--- src/rtl/ioport_defs.sv ---
// Shared definitions for the echo FIFO I/O port: address offsets,
// status bit positions, port decode type and level saturation.
package ioport_defs;

    localparam logic [7:0] OFS_WR = 8'd0;
    localparam logic [7:0] OFS_RD = 8'd1;
    localparam logic [7:0] OFS_ST = 8'd2;

    localparam int ST_OVF = 7;
    localparam int ST_UDF = 6;

    typedef enum logic [1:0] {
        P_NONE,
        P_WR,
        P_RD,
        P_ST
    } port_e;

    function automatic logic [5:0] sat6(input int unsigned lvl);
        return (lvl > 63) ? 6'd63 : lvl[5:0];
    endfunction

endpackage

--- src/rtl/echo_fifo_port_if.sv ---
// Bus side (address/select/byte strobes) and stream side of the
// echo FIFO port, bundled for the master and the port.
interface echo_fifo_port_if #(
    parameter int WIDTH = 2
);
    logic [7:0]         ADDR;
    logic               SEL;
    logic [7:0]         RXD;
    logic               RXE;
    logic [7:0]         TXD;
    logic [8*WIDTH-1:0] OUT_DATA;
    logic               OUT_VALID;
    logic               OUT_READY;

    modport master (
        output ADDR, SEL, RXD, RXE, OUT_READY,
        input  TXD, OUT_DATA, OUT_VALID
    );

    modport slave (
        input  ADDR, SEL, RXD, RXE, OUT_READY,
        output TXD, OUT_DATA, OUT_VALID
    );
endinterface

--- src/rtl/sync_fifo.sv ---
// Word FIFO with level count; exposes the head and the entry behind it
// so the owner can register outputs from next-cycle state.
module sync_fifo #(
    parameter int DW    = 16,
    parameter int DEPTH = 16
) (
    input  logic                   clk,
    input  logic                   rst_n,
    input  logic                   i_push,
    input  logic                   i_pop,
    input  logic [DW-1:0]          i_data,
    output logic [DW-1:0]          o_head,
    output logic [DW-1:0]          o_head2,
    output logic                   o_full,
    output logic                   o_empty,
    output logic [$clog2(DEPTH):0] o_level
);
    localparam int AW = $clog2(DEPTH);
    localparam int LW = AW + 1;

    logic [DW-1:0] r_mem [DEPTH];
    logic [AW-1:0] r_wp;
    logic [AW-1:0] r_rp;
    logic [AW-1:0] w_rp1;
    logic [LW-1:0] r_lvl;

    assign w_rp1 = r_rp + AW'(1);

    always_ff @(posedge clk) begin
        if (i_push) r_mem[r_wp] <= i_data;
    end

    always_ff @(posedge clk or negedge rst_n) begin
        if (!rst_n) begin
            r_wp  <= '0;
            r_rp  <= '0;
            r_lvl <= '0;
        end else begin
            r_wp  <= r_wp + AW'(i_push);
            r_rp  <= r_rp + AW'(i_pop);
            r_lvl <= r_lvl + LW'(i_push) - LW'(i_pop);
        end
    end

    assign o_head  = r_mem[r_rp];
    assign o_head2 = r_mem[w_rp1];
    assign o_full  = (r_lvl == LW'(DEPTH));
    assign o_empty = (r_lvl == '0);
    assign o_level = r_lvl;

endmodule

--- src/rtl/echo_fifo_port.sv ---
// Echo FIFO port: bytes written at ADDRESS are packed into words and
// returned by byte readback (MODE 0) or on the stream port (MODE 1).
module echo_fifo_port
    import ioport_defs::*;
#(
    parameter logic [7:0] ADDRESS = 8'h00,
    parameter int         WIDTH   = 2,
    parameter int         DEPTH   = 16,
    parameter int         MODE    = 0
) (
    input logic             CLK,
    input logic             nRST,
    echo_fifo_port_if.slave bus
);
    localparam int DW = 8 * WIDTH;
    localparam int AW = $clog2(DEPTH);
    localparam int LW = AW + 1;
    localparam int IW = (WIDTH > 1) ? $clog2(WIDTH) : 1;
    localparam logic [IW-1:0] LAST = IW'(WIDTH - 1);
    localparam logic [7:0] A_WR = ADDRESS + OFS_WR;
    localparam logic [7:0] A_RD = ADDRESS + OFS_RD;
    localparam logic [7:0] A_ST = ADDRESS + OFS_ST;

    logic [1:0]    r_rst_sync;
    logic          w_rst_n;
    port_e         w_port, r_port;
    logic          w_end_wr, w_end_rd;
    logic          w_rx_wr, w_rx_rd, w_rx_st;
    logic          w_push, w_pop, w_push_ok, w_pop_ok;
    logic          w_full, w_empty;
    logic [LW-1:0] w_lvl, w_lvl_nxt;
    logic [DW-1:0] w_head, w_head2, w_word, w_head_nxt;
    logic [DW-1:0] r_asm, w_asm_nxt, r_out;
    logic [IW-1:0] r_wi, w_wi_nxt, r_ri, w_ri_nxt;
    logic          r_ovf, r_udf, w_ovf_nxt, w_udf_nxt, r_valid;
    logic [7:0]    r_txd, w_txd, w_byte;

    // Reset asserts at once but releases two CLK edges later
    always_ff @(posedge CLK or negedge nRST) begin
        if (!nRST) r_rst_sync <= 2'b00;
        else       r_rst_sync <= {r_rst_sync[0], 1'b1};
    end
    assign w_rst_n = r_rst_sync[1];

    always_comb begin
        w_port = P_NONE;
        unique case (1'b1)
            bus.SEL && (bus.ADDR == A_WR): w_port = P_WR;
            bus.SEL && (bus.ADDR == A_RD): w_port = P_RD;
            bus.SEL && (bus.ADDR == A_ST): w_port = P_ST;
            default:                       w_port = P_NONE;
        endcase
    end

    // Deselect and address change both close the old transaction
    assign w_end_wr = (r_port == P_WR) && (w_port != P_WR);
    assign w_end_rd = (r_port == P_RD) && (w_port != P_RD);
    assign w_rx_wr  = bus.RXE && (w_port == P_WR);
    assign w_rx_rd  = bus.RXE && (w_port == P_RD);
    assign w_rx_st  = bus.RXE && (w_port == P_ST);

    assign w_word = w_rx_wr ? (r_asm | (DW'(bus.RXD) << (8 * (WIDTH - 1))))
                            : r_asm;
    assign w_push = (w_rx_wr && (r_wi == LAST)) || (w_end_wr && (r_wi != '0));
    assign w_pop  = (MODE == 0)
                  ? ((w_rx_rd && (r_ri == LAST)) || (w_end_rd && (r_ri != '0)))
                  : (bus.OUT_READY && !w_empty);
    assign w_pop_ok  = w_pop && !w_empty;
    assign w_push_ok = w_push && (!w_full || w_pop_ok);
    assign w_lvl_nxt = w_lvl + LW'(w_push_ok) - LW'(w_pop_ok);

    always_comb begin
        w_wi_nxt  = r_wi;
        w_asm_nxt = r_asm;
        if (w_end_wr || (w_rx_wr && (r_wi == LAST))) begin
            w_wi_nxt  = '0;
            w_asm_nxt = '0;
        end else if (w_rx_wr) begin
            w_asm_nxt = r_asm | (DW'(bus.RXD) << {r_wi, 3'b000});
            w_wi_nxt  = r_wi + IW'(1);
        end
    end

    always_comb begin
        w_ri_nxt = r_ri;
        if (MODE == 0) begin
            if (w_end_rd || (w_rx_rd && !w_empty && (r_ri == LAST)))
                w_ri_nxt = '0;
            else if (w_rx_rd && !w_empty)
                w_ri_nxt = r_ri + IW'(1);
        end
    end

    always_comb begin
        w_ovf_nxt = r_ovf && !w_rx_st;
        w_udf_nxt = r_udf && !w_rx_st;
        if (w_push && !w_push_ok) w_ovf_nxt = 1'b1;
        if ((MODE == 0) && w_rx_rd && w_empty) w_udf_nxt = 1'b1;
    end

    // Head word as it will be after this edge, for registered outputs
    always_comb begin
        if (w_lvl_nxt == '0)
            w_head_nxt = '0;
        else if (w_pop_ok)
            w_head_nxt = (w_lvl > LW'(1)) ? w_head2 : w_word;
        else
            w_head_nxt = w_empty ? w_word : w_head;
    end

    always_comb begin
        w_byte = 8'h00;
        for (int i = 0; i < WIDTH; i++)
            if (w_ri_nxt == IW'(i)) w_byte = w_head_nxt[8*i +: 8];
    end

    always_comb begin
        w_txd = 8'h00;
        unique case (1'b1)
            w_port == P_ST: begin
                w_txd[ST_OVF] = w_ovf_nxt;
                w_txd[ST_UDF] = w_udf_nxt;
                w_txd[5:0]    = sat6(32'(w_lvl_nxt));
            end
            (w_port == P_RD) && (MODE == 0): w_txd = w_byte;
            default: w_txd = 8'h00;
        endcase
    end

    always_ff @(posedge CLK or negedge w_rst_n) begin
        if (!w_rst_n) begin
            r_port  <= P_NONE;
            r_wi    <= '0;
            r_ri    <= '0;
            r_asm   <= '0;
            r_ovf   <= 1'b0;
            r_udf   <= 1'b0;
            r_txd   <= 8'h00;
            r_valid <= 1'b0;
            r_out   <= '0;
        end else begin
            r_port  <= w_port;
            r_wi    <= w_wi_nxt;
            r_ri    <= w_ri_nxt;
            r_asm   <= w_asm_nxt;
            r_ovf   <= w_ovf_nxt;
            r_udf   <= w_udf_nxt;
            r_txd   <= w_txd;
            r_valid <= (MODE == 1) && (w_lvl_nxt != '0);
            r_out   <= (MODE == 1) ? w_head_nxt : '0;
        end
    end

    sync_fifo #(
        .DW    (DW),
        .DEPTH (DEPTH)
    ) u_fifo (
        .clk     (CLK),
        .rst_n   (w_rst_n),
        .i_push  (w_push_ok),
        .i_pop   (w_pop_ok),
        .i_data  (w_word),
        .o_head  (w_head),
        .o_head2 (w_head2),
        .o_full  (w_full),
        .o_empty (w_empty),
        .o_level (w_lvl)
    );

    assign bus.TXD       = r_txd;
    assign bus.OUT_VALID = r_valid;
    assign bus.OUT_DATA  = r_out;

endmodule

--- src/flat_wrapper.sv ---
// flat-port wrapper written by rule: the top's interface ports become plain ports
module echo_fifo_port_flat import ioport_defs::*;
#(
    parameter logic [7:0] ADDRESS = 8'h00,
    parameter int         WIDTH   = 2,
    parameter int         DEPTH   = 16,
    parameter int         MODE    = 0
)
  (CLK, nRST, bus_ADDR, bus_SEL, bus_RXD, bus_RXE, bus_OUT_READY, bus_TXD, bus_OUT_DATA, bus_OUT_VALID);
  echo_fifo_port_if #(.WIDTH(WIDTH)) bus_i ();
  input logic CLK;
  input logic nRST;
  input wire logic [$bits(bus_i.ADDR)-1:0] bus_ADDR;
  input wire logic [$bits(bus_i.SEL)-1:0] bus_SEL;
  input wire logic [$bits(bus_i.RXD)-1:0] bus_RXD;
  input wire logic [$bits(bus_i.RXE)-1:0] bus_RXE;
  input wire logic [$bits(bus_i.OUT_READY)-1:0] bus_OUT_READY;
  output wire logic [$bits(bus_i.TXD)-1:0] bus_TXD;
  output wire logic [$bits(bus_i.OUT_DATA)-1:0] bus_OUT_DATA;
  output wire logic [$bits(bus_i.OUT_VALID)-1:0] bus_OUT_VALID;
  assign bus_i.ADDR = bus_ADDR;
  assign bus_i.SEL = bus_SEL;
  assign bus_i.RXD = bus_RXD;
  assign bus_i.RXE = bus_RXE;
  assign bus_i.OUT_READY = bus_OUT_READY;
  assign bus_TXD = bus_i.TXD;
  assign bus_OUT_DATA = bus_i.OUT_DATA;
  assign bus_OUT_VALID = bus_i.OUT_VALID;
  echo_fifo_port #(.ADDRESS(ADDRESS), .WIDTH(WIDTH), .DEPTH(DEPTH), .MODE(MODE)) u_core (.CLK(CLK), .nRST(nRST), .bus(bus_i));
endmodule
--- config.mk ---
export PLATFORM = sky130hd
export DESIGN_NAME = echo_fifo_port_flat
export DESIGN_NICKNAME = d
export VERILOG_FILES = /design/src/rtl/ioport_defs.sv /design/src/rtl/echo_fifo_port_if.sv /design/src/rtl/sync_fifo.sv /design/src/rtl/echo_fifo_port.sv /design/src/flat_wrapper.sv
export SDC_FILE = /design/constraint.sdc
export NUM_CORES = 1
export LEC_CHECK = 0
export ABC_AREA = 1
export CAP_MARGIN = 20
export CELL_PAD_IN_SITES_DETAIL_PLACEMENT = 0
export CELL_PAD_IN_SITES_GLOBAL_PLACEMENT = 1
export CORE_ASPECT_RATIO = 0.75
export CORE_MARGIN = 8
export CORE_UTILIZATION = 50
export CTS_CLUSTER_SIZE = 12
export DETAILED_ROUTE_END_ITERATION = 8
export HOLD_SLACK_MARGIN = 0.15
export PLACE_DENSITY = 0.82
export SYNTH_ARGS = -nofsm -noshare
export SYNTH_HDL_FRONTEND = slang
export SYNTH_SLANG_ARGS = --single-unit
--- constraint.sdc ---
create_clock -name CLK -period 2.3 [get_ports CLK]
set_input_delay 0.46 -clock CLK [delete_from_list [all_inputs] [get_ports CLK]]
set_output_delay 0.46 -clock CLK [all_outputs]
set_load 0.02 [all_outputs]
==> metrics <==
status=complete, but fails checks; failing checks=setup timing; slew margin rel.=0.450; CTS tree=built; GR Util met2=0.394; Global Route met1 Usage=0.385; Die Height=169 um; Avg Cell Area, Syn=8.77 sq um; Clk Latency, worst-skew pair=590 ps; #FFs+latches synth=301; CP Buf/Inv Count=3; drt total wl=49.2 mm; r2r setup slk=-520 ps; CP startpoint=u_core.u_fifo.o_level[2]; crit path DAT=3290 ps; worst vdd ir=591 uV; Worst EP required=2770 ps; CP max FO=8; Placeable Area=31000 sq um; maximum clock frequency=355 MHz; CTS Sinks=301; Synth area leaders=edfxtp_1 49%, nand3_1 14%, nand2_1 13%, dfrtp_1 7.2%, nor2_1 4.0%; synthesized area=15600 sq um; Clock Root Buffer=clkbuf_16; top cell family by delay on the critical path=adder cells; ys flop type=edfxtp_1; Slew @ Worst Pin=825 ps; Synth area leader=edfxtp_1; die area=37200 sq um; Gate Count Post-Synth=1780; vias after detailed routing=13400; Post-synth EDFFs=256; most frequent cells after synthesis=560 x nand2_1, 447 x nand3_1, 256 x edfxtp_1, 166 x nor2_1, 64 x buf_2; R2R cell count=19; Die X=220 um; Final #Nets=1899; Finish-stage setup viols=10; IO Port Bufs=27; Startpoint Class=flip-flop; grt peak-use layer=met2; Post-synth ARST share=0.150; gr usage total=0.261; Clock transition at path regs=60 ps; antenna violations before repair=0; Crit Path Class=reg -> reg; Hold Fails Final Rpt=0; antenna cells=0; worst setup margin=-518 ps; Avg WL per Cell=21.5 um; drt pass-1 iters=6; reg2reg end=u_core.bus.TXD[4]; RSZ-0062 raised after global routing=true; Via density=5.84; Cell variety after synth=37; vias in the first global route=12500; H-tree Lvls=1; Detailed Route Iter0 Violations=1680; slowest stage delay, CP=360 ps; slowest library cell on the worst path=dfrtp_1; P_leak=7.52 nW; clock tree buffer depth=3; period utilization=1.23; post-route design area=18500 sq um; most common cell in the netlist=nand2_1; min cycle time layout=2820 ps; placed cell area=17500 sq um; final RePlAce weighted congestion=0.888; post-synthesis sequential area ratio=0.565; DRT antenna net count=0; reg2reg start=u_core.u_fifo.o_level[2]; total clock buffers created by CTS=31; PD cells=666 nW/um^2; Std-Cell Rows=56; first-pass GRT wire length=74.3 mm; total congestion overflow=0; Hold WC Path Type=reg -> async; Final Max Tran Viols=0; GR Layer Usage met3=0.0533; fraction of layout cells with a size suffix above 1=0.128; DRC viols=0; crit-path cells=inv_2, ha_4, nand2_4, nor2_4, nand2_2, nand2_2, a21oi_4, ha_4, inv_2, ha_4, inv_2, fa_2, nor2_1, nor2_1, o21bai_1, xor2_1, a31oi_4, nand3_1, nand2_1; initial core utilization=0.504; max cap viols=0; crit end category=flip-flop; Post-DP HPWL=32.6 mm; Area growth syn-to-layout=18.7%; utilization after layout=0.598; number of fill cells in the layout=2600; clock skew=26.1 ps; top cell type's share of synthesized area=0.492; warnings from Yosys=0; IO Count=46; largest net degree at the start of global routing=154
registers in the layout, indices dropped and copies added, names as in the netlist, 2 cells and up:
register               count
u_core.bus.TXD             8
u_core.r_asm              16
u_core.r_port              2
u_core.r_rst_sync          2
u_core.u_fifo.o_level      5
u_core.u_fifo.r_mem      256
u_core.u_fifo.r_rp         4
u_core.u_fifo.r_wp         4
area by class of cell:
class	instances	area [sq um]	share of cell area
multi-input cells	1325	6280	0.339
clock buffers	46	883	0.0477
well taps	406	508	0.0274
clock inverters	8	50.0	0.00270
repair buffers	159	1810	0.0977
flip-flops and latches	301	8820	0.476
inverters	45	178	0.00959
timing repair:
action,CTS,global route
gates resized for setup,2,8
hold buffers,1,0
pin swaps,2,3
buffers inserted,1,3
setup endpoints to repair,9,267
endpoints found under the hold margin,2,0
worst max-delay path by stage:
| stage | to | cells after the start |
|---|---|---|
| final | u_core.bus.TXD[4] | 19 |
| after global routing | u_core.bus.TXD[0] | 19 |
| after CTS | u_core.bus.TXD[7] | 19 |
| after detailed placement | u_core.bus.TXD[7] | 17 |
| after global placement | u_core.bus.TXD[4] | 19 |
| after floorplan | u_core.bus.TXD[0] | 20 |
kinds of logic (layout without fill, tap and decap cells):
family                     Yosys count  after routing  synth area share
and+or+nand+nor                   1219           1219             0.341
other                                2             18          0.000481
buffers and inverters              170            258            0.0530
DFF                                301            301             0.565
adders and majority gates           15             15            0.0125
AOI/OAI and AO/OA                   66             66            0.0244
xor gates and xnor gates             7              7           0.00393
report_power, final:
part	internal, W	switching, W
logic	0.000578	0.000871
registers	0.00606	0.0000749
clock network	0.00264	0.00211
routing by layer:
| metal | share of wire | wire length, um |
|---|---|---|
| met4 | 0.021 | 1010 |
| met1 | 0.44 | 21700 |
| met2 | 0.44 | 21600 |
| met5 | 0 | 0 |
| met3 | 0.10 | 4930 |
through the flow:
stage | total power (W) | TNS [ps] | cells | hold slack [ps] | setup slack [ps]
3_3_place_gp | 0.00753 | -143270 | 2231 | 164 | -1030
3_5_place_dp | 0.00755 | -155640 | 2231 | 172 | -1090
5_1_grt | 0.0127 | -5550 | 2290 | 190 | -636
2_1_floorplan | 0.00695 | -10720 | 1796 | 164 | -590
4_1_cts | 0.0123 | -4170 | 2287 | 171 | -492
6_report | 0.0123 | -4390 | 2290 | 159 | -518
placed cells by master, fill, tap and decap left out, types with 27 or more instances in the layout:
cell and instances:
nand2_1 557, inv_1 29, clkbuf_16 32, clkdlybuf4s50_1 27, edfxtp_1 256, dfrtp_1 42, buf_12 43, o21ai_0 27
buf_4 86, nand3_1 446, nor2_1 149
worst register-to-register path, delay by kind of cell (launching register included):
kind,cells,cell delay (ps)
AO/OA/AOI/OAI,3,500
XOR/XNOR,1,290
adder cells (fa/ha/maj),4,850
buffers and inverters,3,150
flip-flops,1,360
AND/OR/NAND/NOR,8,580
(Power assumes the default switching activity.)
